<file path="config.mk">
export PLATFORM = sky130hd
export DESIGN_NAME = wb_rr_arbiter
export DESIGN_NICKNAME = d
export VERILOG_FILES = /design/src/rtl/wb_rr_arbiter.sv
export SDC_FILE = /design/constraint.sdc
export NUM_CORES = 1
export LEC_CHECK = 0
export CAP_MARGIN = 20
export CORE_AREA = 2 2 164 166
export CTS_CLUSTER_SIZE = 40
export DETAILED_ROUTE_END_ITERATION = 10
export DIE_AREA = 0 0 166 168
export GPL_TIMING_DRIVEN = 1
export PLACE_DENSITY = 0.48
export SETUP_SLACK_MARGIN = 0.15
export SLEW_MARGIN = 30
export SYNTH_ARGS = -nofsm -noshare
export SYNTH_HDL_FRONTEND = slang
export SYNTH_SLANG_ARGS = --single-unit
</file>
<file path="constraint.sdc">
create_clock -name wb_clk_i -period 6.3 [get_ports wb_clk_i]
set_input_delay 1.26 -clock wb_clk_i [delete_from_list [all_inputs] [get_ports wb_clk_i]]
set_output_delay 1.26 -clock wb_clk_i [all_outputs]
set_load 0.02 [all_outputs]
</file>
<file path="src/rtl/wb_rr_arbiter.sv">
// Round-robin Wishbone B4 classic arbiter: NM masters share one slave bus, grant locked for a whole CYC.
// Define WB_ARB_TIMEOUT_EN to add a watchdog that turns a stalled strobe into a one-cycle bus error.
module wb_rr_arbiter #(
  parameter int NM             = 3,
  parameter int AW             = 32,
  parameter int DW             = 32,
  parameter int SW             = 4,
  parameter int TIMEOUT_CYCLES = 255
) (
  input  logic             wb_clk_i,
  input  logic             wb_rst_i,
  input  logic [NM*AW-1:0] wbm_adr_i,
  input  logic [NM*DW-1:0] wbm_dat_i,
  output logic [NM*DW-1:0] wbm_dat_o,
  input  logic [NM-1:0]    wbm_we_i,
  input  logic [NM*SW-1:0] wbm_sel_i,
  input  logic [NM-1:0]    wbm_stb_i,
  input  logic [NM-1:0]    wbm_cyc_i,
  output logic [NM-1:0]    wbm_ack_o,
  output logic [NM-1:0]    wbm_err_o,
  output logic [AW-1:0]    wbs_adr_o,
  output logic [DW-1:0]    wbs_dat_o,
  input  logic [DW-1:0]    wbs_dat_i,
  output logic             wbs_we_o,
  output logic [SW-1:0]    wbs_sel_o,
  output logic             wbs_stb_o,
  output logic             wbs_cyc_o,
  input  logic             wbs_ack_i,
  output logic [NM-1:0]    grant_o
);

  localparam int IW = (NM > 1) ? $clog2(NM) : 1;
  localparam logic [IW-1:0] LAST = IW'(NM - 1);

  if (NM < 2 || NM > 8 || SW * 8 != DW || TIMEOUT_CYCLES < 1) begin : g_bad_params
    $error("wb_rr_arbiter: unsupported parameter combination");
  end

  typedef enum logic {IDLE, GRANT} state_t;

  state_t        state, state_next;
  logic [NM-1:0] grant, grant_next;
  logic [IW-1:0] owner, owner_next;
  logic [IW-1:0] prio_ptr, prio_ptr_next;
  logic          found;
  logic [IW-1:0] pick;
  logic          owner_cyc;
  logic          stb_raw;
  logic          timeout;

  // First requester found scanning upward from prio_ptr, wrapping at NM.
  always_comb begin
    int cand;
    found = 1'b0;
    pick  = '0;
    cand  = 0;
    for (int i = 0; i < NM; i++) begin
      cand = (int'(prio_ptr) + i) % NM;
      if (!found && wbm_cyc_i[cand]) begin
        found = 1'b1;
        pick  = cand[IW-1:0];
      end
    end
  end

  assign owner_cyc = (state == GRANT) && wbm_cyc_i[owner];
  assign stb_raw   = owner_cyc && wbm_stb_i[owner];
  assign grant_o   = grant;

  always_ff @(posedge wb_clk_i) begin
    if (wb_rst_i) begin
      state    <= IDLE;
      grant    <= '0;
      owner    <= '0;
      prio_ptr <= '0;
    end else begin
      state    <= state_next;
      grant    <= grant_next;
      owner    <= owner_next;
      prio_ptr <= prio_ptr_next;
    end
  end

  always_comb begin
    state_next    = state;
    grant_next    = grant;
    owner_next    = owner;
    prio_ptr_next = prio_ptr;
    case (state)
      IDLE: begin
        if (found) begin
          state_next       = GRANT;
          owner_next       = pick;
          grant_next       = '0;
          grant_next[pick] = 1'b1;
        end
      end
      GRANT: begin
        if (!owner_cyc) begin
          state_next    = IDLE;
          grant_next    = '0;
          prio_ptr_next = (owner == LAST) ? '0 : owner + 1'b1;
        end
      end
      default: state_next = IDLE;
    endcase
  end

  // Slave-side mux and master-side return paths; everything is quiet without a grant.
  always_comb begin
    wbs_adr_o = '0;
    wbs_dat_o = '0;
    wbs_we_o  = 1'b0;
    wbs_sel_o = '0;
    wbm_dat_o = '0;
    wbm_ack_o = '0;
    wbm_err_o = '0;
    if (state == GRANT) begin
      wbs_adr_o                 = wbm_adr_i[owner*AW +: AW];
      wbs_dat_o                 = wbm_dat_i[owner*DW +: DW];
      wbs_we_o                  = wbm_we_i[owner];
      wbs_sel_o                 = wbm_sel_i[owner*SW +: SW];
      wbm_dat_o[owner*DW +: DW] = wbs_dat_i;
    end
    if (owner_cyc) begin
      wbm_ack_o[owner] = wbs_ack_i;
      wbm_err_o[owner] = timeout;
    end
  end

  assign wbs_cyc_o = owner_cyc;
  assign wbs_stb_o = stb_raw && !timeout;

`ifdef WB_ARB_TIMEOUT_EN
  localparam int CW_RAW = $clog2(TIMEOUT_CYCLES + 1);
  localparam int CW     = (CW_RAW < 8) ? 8 : ((CW_RAW > 32) ? 32 : CW_RAW);

  logic [CW-1:0] wd_cnt;

  // An ack in the limit cycle wins over the error.
  assign timeout = stb_raw && !wbs_ack_i && (wd_cnt == CW'(TIMEOUT_CYCLES));

  always_ff @(posedge wb_clk_i) begin
    if (wb_rst_i || (state == IDLE) || wbs_ack_i || timeout) begin
      wd_cnt <= '0;
    end else if (stb_raw) begin
      wd_cnt <= wd_cnt + 1'b1;
    end
  end
`else
  assign timeout = 1'b0;
`endif

endmodule
</file>
==> results.py <==
metrics = {
    "setup_path": {
        "path_common_cell": "clkdlybuf4s50_1",
        "crit_path_end_kind": "output port",
        "rr_worst_depth": 5,
        "start_kind": "input port",
        "worstPathMaxFanout": 6,
        "crit_path_cell_trace": "clkdlybuf4s50_1 -> mux2i_1 -> o2bb2ai_1 -> nand2_1 -> nor2_1 -> clkdlybuf4s50_1",
        "cpPeakStageDelay_ns": 0.64,
        "worstPathRequired_ns": 5.04,
        "worst_path_max_delay_cell": "clkdlybuf4s50_1",
        "path_class": "input port to output port",
        "cp.arrival_ns": 3.32,
    },
    "floorplanning": {
        "die_area_um2": 27900,
        "die_width_um": 166,
        "floorplan.rows": 60,
        "core_um2": 26400,
        "floorplan.die.height_um": 168,
        "ios": 424,
        "start_util": 0.115,
    },
    "detailed_routing": {
        "detail_route.wirelength_um": 19700,
        "route.vias.total": 4822,
        "drt.antenna.violating_nets": 0,
        "drt_iter0_drc": 199,
        "drt_pass1_iterations": 4,
        "route.detailed.wl_per_inst_um": 15.9,
        "drc": 0,
        "routed_via_density": 3.90,
    },
    "pwr": {
        "power_per_cell_area_nw_per_um2": 153,
        "ir_drop_mv": 0.0748,
        "static-leakage-power_uw": 0.00280,
    },
    "timing": {
        "fin_worst_skew_ns": 0.000840,
        "tightestPinTransition_ns": 0.865,
        "achievable-frequency_mhz": 218,
        "min_period_ns": 4.58,
        "setup_violations": 0,
        "finalHoldViolCount": 0,
        "tns_ns": 0,
        "slew_viol_final": 0,
        "post-route-period-util": 0.726,
        "setup_repair_after_global_routing_missed_its_margin": "false",
        "slew_headroom": 0.423,
    },
    "final_layout": {
        "post_route_cells_drive_above_1_share": 0.0213,
        "final_cell_area_um2": 7670,
        "area_growth_syn_to_layout_pct": 152,
        "num-nets-final": 1151,
        "layout.cells.most_common": "clkdlybuf4s50_1",
        "final_cell_mix": "clkdlybuf4s50_1 (420), nor2_1 (146), and2_1 (96)",
    },
    "yosys": {
        "cell_area_after_synthesis_um2": 3040,
        "postSynth.asyncResetShare": 0,
        "synth_compound_gate_area_share": 0.161,
        "largest_family_of_logic_cells_by_synthesized_area": "simple AND/OR/NAND/NOR gates",
        "post_synthesis_cells": 504,
        "synth_adder_area_share": 0.0371,
        "syn_area_per_cell_um2": 6.03,
        "synth-edff-count": 0,
        "ys_ff_latch": 8,
        "synth-xor-area-share": 0,
        "yosysWarningCount": 0,
        "synth_top_flop_cell": "dfxtp_1",
        "yosysUniqueCellTypes": 39,
        "post_synth_mux_area_share": 0.247,
        "synth_simple_gate_area_share": 0.429,
        "ys_seq_area_frac": 0.0527,
    },
    "status": {
        "run_status": "finished, final reports clean",
    },
    "grt": {
        "grt_max_degree": 54,
        "grtUsageTotal": 0.130,
        "grt_pass1_vias": 4713,
        "initial_antenna_violation_count": 3,
        "gr-total-overflow": 0,
        "grt_pass1_wl_um": 28400,
    },
    "place": {
        "place.port_buffers": 420,
        "dp_hpwl_um": 16700,
        "placedInstanceArea_um2": 7580,
        "place_congestion": 0.801,
    },
    "clocking": {
        "hold_fix_buffer_count_after_cts": 0,
        "clock_latency_ns": 0.23,
        "post-cts-setup-buffers": 0,
        "clock_sinks": 8,
        "cts-resized-gates": 0,
        "clock_transition_at_the_register_clock_pins_on_the_worst_setup_and_hold_paths_after_cts_ns": 0.04,
        "cts.path.max_buffers": 2,
        "clock-root-buffer": "clkbuf_16",
        "cts_max_level": 1,
        "cts_tree": "built",
        "cts-buffers-inserted": 3,
    },
    "job": {
        "cap_violations": 0,
    },
    "worst_hold_path": {
        "hold-path-cell-count": 2,
        "worst_hold_path_type": "flip-flop to flip-flop",
    },
}
## path summary, 6_finish.rpt
check,startpoint,endpoint,slack (ns)
setup / recovery,wbm_cyc_i[1],wbs_stb_o,1.72
hold / removal,grant_o[1],grant_o[1],0.46
hold reg to reg,grant_o[1],grant_o[1],0.46
setup reg to reg,owner[1],prio_ptr[1],3.61
## registers in the layout (all words and copies together) (netlist names)
signal    count
prio_ptr      2
state         1
owner         2
grant_o       3
## power by group
group	switching, uW	internal [uW]
combinational	466	490
sequential	44.7	60.3
clock	26.6	84.4
## cells in the mapped netlist, types with 2 or more instances
master    number  area [um^2]
a21oi_1       75          375
and2_1        96          601
buf_1          2         7.51
buf_2          8         40.0
buf_4          3         22.5
clkbuf_1      31          116
dfxtp_1        8          160
ha_1           9          113
inv_1          7         26.3
mux2i_1       75          751
nand2_1       10         37.5
nand2b_1       3         18.8
nand3_1        2         10.0
nor2_1       146          548
nor2b_1        3         18.8
nor3_1         2         10.0
nor4_1         2         12.5
## critical path, delay by kind of cell
family,cells,cell delay (ns)
AO/OA/AOI/OAI,1,0.38
multiplexers,1,0.11
AND/OR/NAND/NOR,2,0.37
buffers and inverters,2,1.20
## layer usage
metal | vias to the layer above | GRT usage | routed length (um)
met1 | 2102 | 0.143 | 7640
met3 | 7 | 0.0336 | 1720
li1 | 2440 | - | -
met4 | 0 | 0.0117 | 79
met2 | 273 | 0.256 | 10200
met5 | - | 0 | 0
## cell families after synthesis
family	after synthesis
compound gates	89
fa+ha+maj	9
buf+inv	52
flops	8
mux	75
other cells	1
simple gates	270
## layout make-up
cell class                 instances  area (um^2)
fill                            2911        18700
timing repair buffer             427         4270
multi-input combinational        446         2690
tap                              341          427
sequential                         8          165
clock buffer                       4         78.8
inverter                           8         30.0
antenna                            2         5.00
## stage by stage
step	util	hold WS [ns]	power [uW]	worst slack [ns]	cells
floorplan	-	0.518	579	2.79	506
global placement	0.288	0.459	1080	1.71	1230
detailed placement	0.288	0.462	1080	1.73	1230
CTS	0.291	0.467	1190	1.70	1234
global route	0.291	0.509	1260	1.52	1234
finish	0.291	0.465	1170	1.72	1236
(Power assumes the default switching activity.)
